==> config.mk <==
export PLATFORM = sky130hd
export DESIGN_NAME = acc_dump
export DESIGN_NICKNAME = d
export VERILOG_FILES = /design/src/rtl/acc_dump.sv
export SDC_FILE = /design/constraint.sdc
export NUM_CORES = 1
export LEC_CHECK = 0
export CAP_MARGIN = 20
export CORE_ASPECT_RATIO = 0.6
export CORE_MARGIN = 3
export CORE_UTILIZATION = 45
export CTS_CLUSTER_DIAMETER = 120
export CTS_CLUSTER_SIZE = 25
export DETAILED_ROUTE_END_ITERATION = 6
export GPL_TIMING_DRIVEN = 0
export PLACE_DENSITY = 0.74
export SLEW_MARGIN = 20
export SYNTH_ARGS = -nofsm -noshare
export SYNTH_HDL_FRONTEND = slang
export SYNTH_SLANG_ARGS = --single-unit
export TNS_END_PERCENT = 20
==> constraint.sdc <==
create_clock -name clk -period 2 [get_ports clk]
set_clock_uncertainty 0.15 [all_clocks]
set_input_delay 0.3 -clock clk [delete_from_list [all_inputs] [get_ports clk]]
set_output_delay 0.3 -clock clk [all_outputs]
set_load 0.02 [all_outputs]
==> src/rtl/acc_dump.sv <==
// Streams a snapshot of the accumulator out over the UART transmitter, LSB byte first.
// Define ACC_DUMP_FRAME_EN to wrap the data in an 8'hA5 header and an XOR checksum byte.
module acc_dump #(
  parameter int WIDTH = 128
) (
  input  logic             clk,
  input  logic             nRst,
  input  logic             start,
  input  logic [WIDTH-1:0] big,
  input  logic             busy_tx,
  output logic             transmit,
  output logic [7:0]       data_tx,
  output logic             active,
  output logic             done
);

  localparam int NBYTES = WIDTH / 8;
`ifdef ACC_DUMP_FRAME_EN
  localparam int NITEMS = NBYTES + 2;
`else
  localparam int NITEMS = NBYTES;
`endif
  localparam int CW = (NITEMS > 1) ? $clog2(NITEMS) : 1;
  localparam logic [CW-1:0] LAST = CW'(NITEMS - 1);

  localparam logic [2:0] S_IDLE = 3'd0;
  localparam logic [2:0] S_WAIT = 3'd1;
  localparam logic [2:0] S_SEND = 3'd2;
  localparam logic [2:0] S_ACK  = 3'd3;
  localparam logic [2:0] S_FIN  = 3'd4;

  logic [2:0]       state;
  logic [CW-1:0]    cnt;
  logic [WIDTH-1:0] shadow;
  logic [7:0]       cur;

`ifdef ACC_DUMP_FRAME_EN
  logic [7:0] csum;

  always_comb begin
    csum = 8'h00;
    for (int k = 0; k < NBYTES; k++) csum = csum ^ shadow[8*k +: 8];
  end

  // Item 0 is the header, the last item is the checksum, data sits in between.
  always_comb begin
    cur = 8'h00;
    if (cnt == '0) begin
      cur = 8'hA5;
    end else if (cnt == LAST) begin
      cur = csum;
    end else begin
      for (int k = 0; k < NBYTES; k++)
        if (cnt == CW'(k + 1)) cur = shadow[8*k +: 8];
    end
  end
`else
  always_comb begin
    cur = 8'h00;
    for (int k = 0; k < NBYTES; k++)
      if (cnt == CW'(k)) cur = shadow[8*k +: 8];
  end
`endif

  always_ff @(posedge clk or negedge nRst) begin
    if (!nRst) begin
      state   <= S_IDLE;
      cnt     <= '0;
      shadow  <= '0;
      data_tx <= 8'h00;
      active  <= 1'b0;
    end else begin
      case (state)
        S_IDLE: begin
          if (start) begin
            shadow <= big;
            cnt    <= '0;
            active <= 1'b1;
            state  <= S_WAIT;
          end
        end
        S_WAIT: begin
          if (!busy_tx) begin
            data_tx <= cur;
            state   <= S_SEND;
          end
        end
        S_SEND: state <= S_ACK;
        S_ACK: begin
          // Only move on once the UART has shown busy, so each byte is loaded exactly once.
          if (busy_tx) begin
            if (cnt == LAST) begin
              state <= S_FIN;
            end else begin
              cnt   <= cnt + 1'b1;
              state <= S_WAIT;
            end
          end
        end
        S_FIN: begin
          if (!busy_tx) begin
            active <= 1'b0;
            state  <= S_IDLE;
          end
        end
        default: state <= S_IDLE;
      endcase
    end
  end

  // done is high during the final FIN cycle, so a start landing on it is ignored.
  assign transmit = (state == S_SEND);
  assign done     = (state == S_FIN) && !busy_tx;

endmodule

## Word-level counts from Yosys, hierarchy flattened

Index checks and enable logic that the tools add are counted.

| storage, ports and cells | value |
|---|---|
| bits in registers | 144 |
| bits of input ports | 132 |
| output and inout bits | 11 |
| word-level logic and storage cells | 71 |

| operators by class | value |
|---|---|
| $add $sub $neg | 1 |
| equal/unequal tests | 24 |
| multiplexer cells | 29 |
| bitwise operators | 1 |
| reduce and logical (&&, ||, !) cells | 11 |

Operators by type and width:

| kind | count |
|---|---|
| 8-bit 2-to-1 mux | 16 |
| 4-bit == test (second input constant) | 8 |
| 4-bit by 3-bit == test with 1-bit output (second input constant) | 4 |
| 3-bit 2-to-1 mux | 5 |
| 3-bit one-hot mux with 5 select lines | 1 |
| 4-bit 2-to-1 mux | 3 |
| 2-bit != test (second input constant) | 5 |
| 4-bit by 2-bit == test with 1-bit output (second input constant) | 2 |
| 4-bit one-hot mux with 2 select lines | 1 |
| 4-bit AND reduction | 2 |
| 3-bit by 2-bit == test with 1-bit output (second input constant) | 2 |
| 4-bit by 1-bit adder with 4-bit output (second input constant) | 1 |
| 4-bit by 1-bit == test with 1-bit output (second input constant) | 1 |
| 4-bit zero test | 1 |
| 2-bit AND reduction | 2 |
| 2-bit nonzero test | 2 |
| 3-bit by 1-bit == test with 1-bit output (second input constant) | 1 |
| 3-bit == test (second input constant) | 1 |
| 3-bit zero test | 1 |
| 3-bit AND reduction | 1 |
| 1-bit 2-to-1 mux | 2 |
| 1-bit one-hot mux with 2 select lines | 1 |
| 1-bit logical AND | 1 |
| 1-bit zero test | 1 |
| 1-bit NOT | 1 |

## Depth between registers and ports, before layout

| logic depth | value |
|---|---|
| depth in word-level cells | 17 |
| mapped depth | 9 |
| gate-level depth less buffers | 7 |

## Worst setup path after synthesis

Ideal clock, no wire load.

| path | value |
|---|---|
| path type | flip-flop to flip-flop |
| start point | register cnt[0] |
| end point | register data_tx[7] |
| setup time | 124 ps |
| data arrival time | 1890 ps |
| required time | 1726 ps |
| setup slack | -164 ps |
| cell stages (with the launch flop) | 9 |
| buffers on the path | 1 |
| period minus slack after synthesis | 2164 ps |
| cell sequence | dfrtp_1 > inv_1 > ha_1 > and4b_1 > clkbuf_2 > a22o_1 > a2111oi_4 > o311a_1 > nor3_2 |

| on the way | value |
|---|---|
| cells in the longest elaborated chain, start to end | 17 |
| elaborated cells on any way between the ends | 32 |
| those cells by class | eq/ne: 15; mux: 16; reduce/logical: 1 |

RTL lines:

| what | RTL line | source |
|---|---|---|
| start, declared | 33 | `logic [CW-1:0] cnt;` |
| start signal, assigned | 95 | `cnt <= cnt + 1'b1;` |
| 4-bit zero test | 61 | `if (cnt == CW'(k)) cur = shadow[8*k +: 8];` |
| 8-bit 2-to-1 mux (15 in a row) | 61 |  |
| 8-bit 2-to-1 mux * | 61 |  |
| end signal, assigned | 84 | `data_tx <= cur;` |
| end, declared | 12 | `output logic [7:0] data_tx,` |

Every way passes the cells marked *; elsewhere a longest branch is shown, timed or not.
A chain may end at the register's enable or synchronous reset.

## Worst setup path in the final report

| path | value |
|---|---|
| start point | register cnt[1] |
| end point | register data_tx[1] |

The elaborated chain is that of the path after synthesis.

==> impl_metrics.yaml <==
place:
  portBuffers: 142
  pre_cts_slack_ps: -999.9
  dp_hpwl_mm: 15.79
  gp_congestion: 0.9121
  dpl-instance-area_um2: 8623
timing:
  fin_crit_sh_pct: 117.8
  setup_viol: 9
  worst_slack_ps: -356.6
  min_period_ps: 2357
  hold_viol: 0
  tightest_slew_ps: 540.5
  rsz0062_at_grt: "true"
  slew_violations: 0
  slew_headroom_pct: 63.97
  timing.fmax_mhz: 424.3
  fin_setup_tns_ps: -2397
logic_synthesis:
  syn-cell-area_um2: 6878
  synth_cells: 570
  ys_seq_area_share_pct: 52.39
  synthArstFlopShare_pct: 100.0
  synth_top_area_share_pct: 52.39
  synthTopCellsByArea: "dfrtp_1 (52%), mux2_2 (21%), nor2b_1 (1.9%)"
  synth-edff-count: 0
  ys_warn_count: 0
  avgSynthCellArea_um2: 12.07
  syn_nets: 706
  synth.distinct_cells: 53
  synth_top_cell_by_area: "dfrtp_1"
  synthFlopType: "dfrtp_1"
  synth-seq-cells: 144
final_layout:
  diodes: 0
  seqCellArea_um2: 3607
  drive_above_1_share_pct: 38.23
  multi_input_area_um2: 3445
  utilization_pct: 68.51
  design_area_um2: 10080
  num-fill-cells: 1040
  nNetsFinal: 892
  area_delta_synth_final_pct: 46.63
power_and_ir_drop:
  switching_power_uw: 5690
  power_frac_clock_pct: 20.7
  swShare_pct: 36.84
  combinationalPowerShare_pct: 44.3
  total_leakage_power_uw: 0.004089
  vdd_ir_drop_max_uv: 621.6
  p_seq_share_pct: 35.0
  internal_power_uw: 9757
  p_per_area_nw_per_um2: 1532
route:
  viasPerCell: 5.868
  wl_mm: 22.53
  post_drt_wl_per_cell_um: 23.30
  drc: 0
  dr.pass1.iters: 6
  first_iter_violations: 496
  ant_nets: 0
  dr_total_vias: 5674
grt:
  grt_pass1_wl_mm: 34.08
  globalRouteOverflowTotal: 0
  antenna_found_initial: 0
  grt_usage_pct: 26.52
  grt_pass1_vias: 5878
  grt_start_max_net_pins: 76
critical_path:
  crit_required_ps: 2190
  critPathLaunchType: "register"
  crit_path_end_kind: "register"
  path_class: "register to register"
  cp_max_fo: 7
  cp_data_arrival_time_ps: 2550
die:
  design.portCount: 143
  die_h_um: 101.8
  start_util_pct: 46.73
  std_cell_rows: 34
  die_area_um2: 16850
  die_w_um: 165.6
  core_area_um2: 14720
clock_network:
  cts.sinks: 144
  cts_root_buf: "clkbuf_16"
  tritoncts: "built"
  clk_latency_ps: 420
  htreeDepth: 4
  cts_buffers: 17
  cts.path.max_buffers: 2
  clk_pin_slew_ps: 60
run_status:
  status: "finished with violations"
  violations: "negative setup slack"
worst_hold_path:
  hold_path_class: "input port to asynchronous set/reset pin"
job:
  maxCapViolCount: 0
-- through the flow --
stage	cells	hold WS (ps)	power, uW
3_3_place_gp	910	340.6	10200
2_1_floorplan	570	-145.6	8403
5_1_grt	967	310.9	16160
3_5_place_dp	911	140.2	10430
4_1_cts	955	287.2	14760
6_report	967	261.0	15450
-- Yosys cell counts, types with 2 or more instances --
master,count
a211oi_1,6
a21oi_1,22
a221oi_1,10
a22oi_1,13
a311oi_1,6
a31oi_1,2
and3_1,2
buf_1,2
buf_2,17
buf_4,11
clkbuf_1,14
dfrtp_1,144
ha_1,4
inv_1,6
mux2_2,128
nand2_1,33
nand2b_1,6
nand3_1,4
nand3b_1,6
nor2_1,21
nor2b_1,21
nor3_1,9
nor3b_1,4
nor4b_2,3
o211a_1,5
o21a_1,2
o21ai_0,16
o21bai_1,2
o22ai_1,19
o2bb2ai_1,5
o311a_1,2
o31ai_1,4
-- critical path, stage by stage, from the launching register on --
cell and delay [ps]:
dfrtp_2 450, buf_6 140, ha_4 190, clkbuf_16 160, clkinvlp_4 90, buf_12 160
a311oi_4 360, a211oi_2 100, o211a_1 290, a21oi_2 190
-- cells by family after synthesis --
logic type	share of synthesized area, %
compound gates	12.77
xor+xnor	0.2547
fa+ha+maj	0.7277
buf+inv	3.711
flops	52.39
mux	20.96
simple gates	9.187
-- layer usage --
metal	global-route usage (%)	vias to the layer above	share of wire (%)
met2	38.28	281	43
met4	6.709	0	2.3
met1	40.23	2870	46
li1	-	2476	-
met3	6.396	47	8.6
met5	0	-	0
-- area by class of cell --
type                       instances  area share (%)
sequential                       144           35.77
multi-input combinational        375           34.16
timing repair buffer             174           17.32
clock buffer                      18           4.256
buffer                            38           4.194
tap                              198           2.457
clock inverter                    14           1.538
inverter                           6          0.3102
-- worst paths after layout --
check                                start          to  slack [ps]  cells past startpoint
worst max-delay path                cnt[1]  data_tx[1]        -360                      9
worst min-delay path                  nRst  shadow[86]         260                      2
worst max register to register      cnt[1]  data_tx[1]        -360                      9
worst min register to register  shadow[69]  shadow[69]         360                      1
max in group asynchronous             nRst      cnt[1]         640                      3
min in group clk                   big[19]  shadow[19]         340                      2
-- cells in the final DEF (no fill, tap or decap), types with 5 or more instances in the layout --
cell type / instances
mux2_2: 128
a221oi_1: 6
buf_12: 8
nand3b_1: 6
clkbuf_16: 19
nand2b_1: 5
buf_8: 9
buf_2: 8
dfrtp_1: 141
a211oi_2: 5
nor2b_1: 19
buf_4: 26
inv_6: 5
o21ai_0: 16
o22ai_1: 16
nor3_1: 7
o2bb2ai_1: 5
a21oi_1: 17
nand2_1: 28
o211a_1: 5
a22oi_1: 12
clkbuf_2: 5
clkdlybuf4s50_1: 139
buf_6: 11
a21oi_2: 5
nor2_1: 18
-- flip-flops by register name (all words and copies together) (netlist names) --
name	cells
state	3
data_tx	8
shadow	128
cnt	4
active	1
-- power groups by stage --
stage / registers [uW] / logic [uW] / clock network (uW)
after floorplan: 5030 / 3370 / 0
after global placement: 5260 / 4940 / 0
after detailed placement: 5330 / 5090 / 0
after CTS: 5340 / 6220 / 3200
after global routing: 5550 / 7240 / 3360
final: 5410 / 6840 / 3200
-- what timing repair did --
action	in CTS	in global routing
buffers inserted	16	14
hold buffers	1	0
setup endpoints to repair	140	140
resized for setup	96	73
cloned	0	1
pin swaps	31	28
hold endpoints to repair	69	0
No activity file was read; power rests on OpenSTA's default activity.
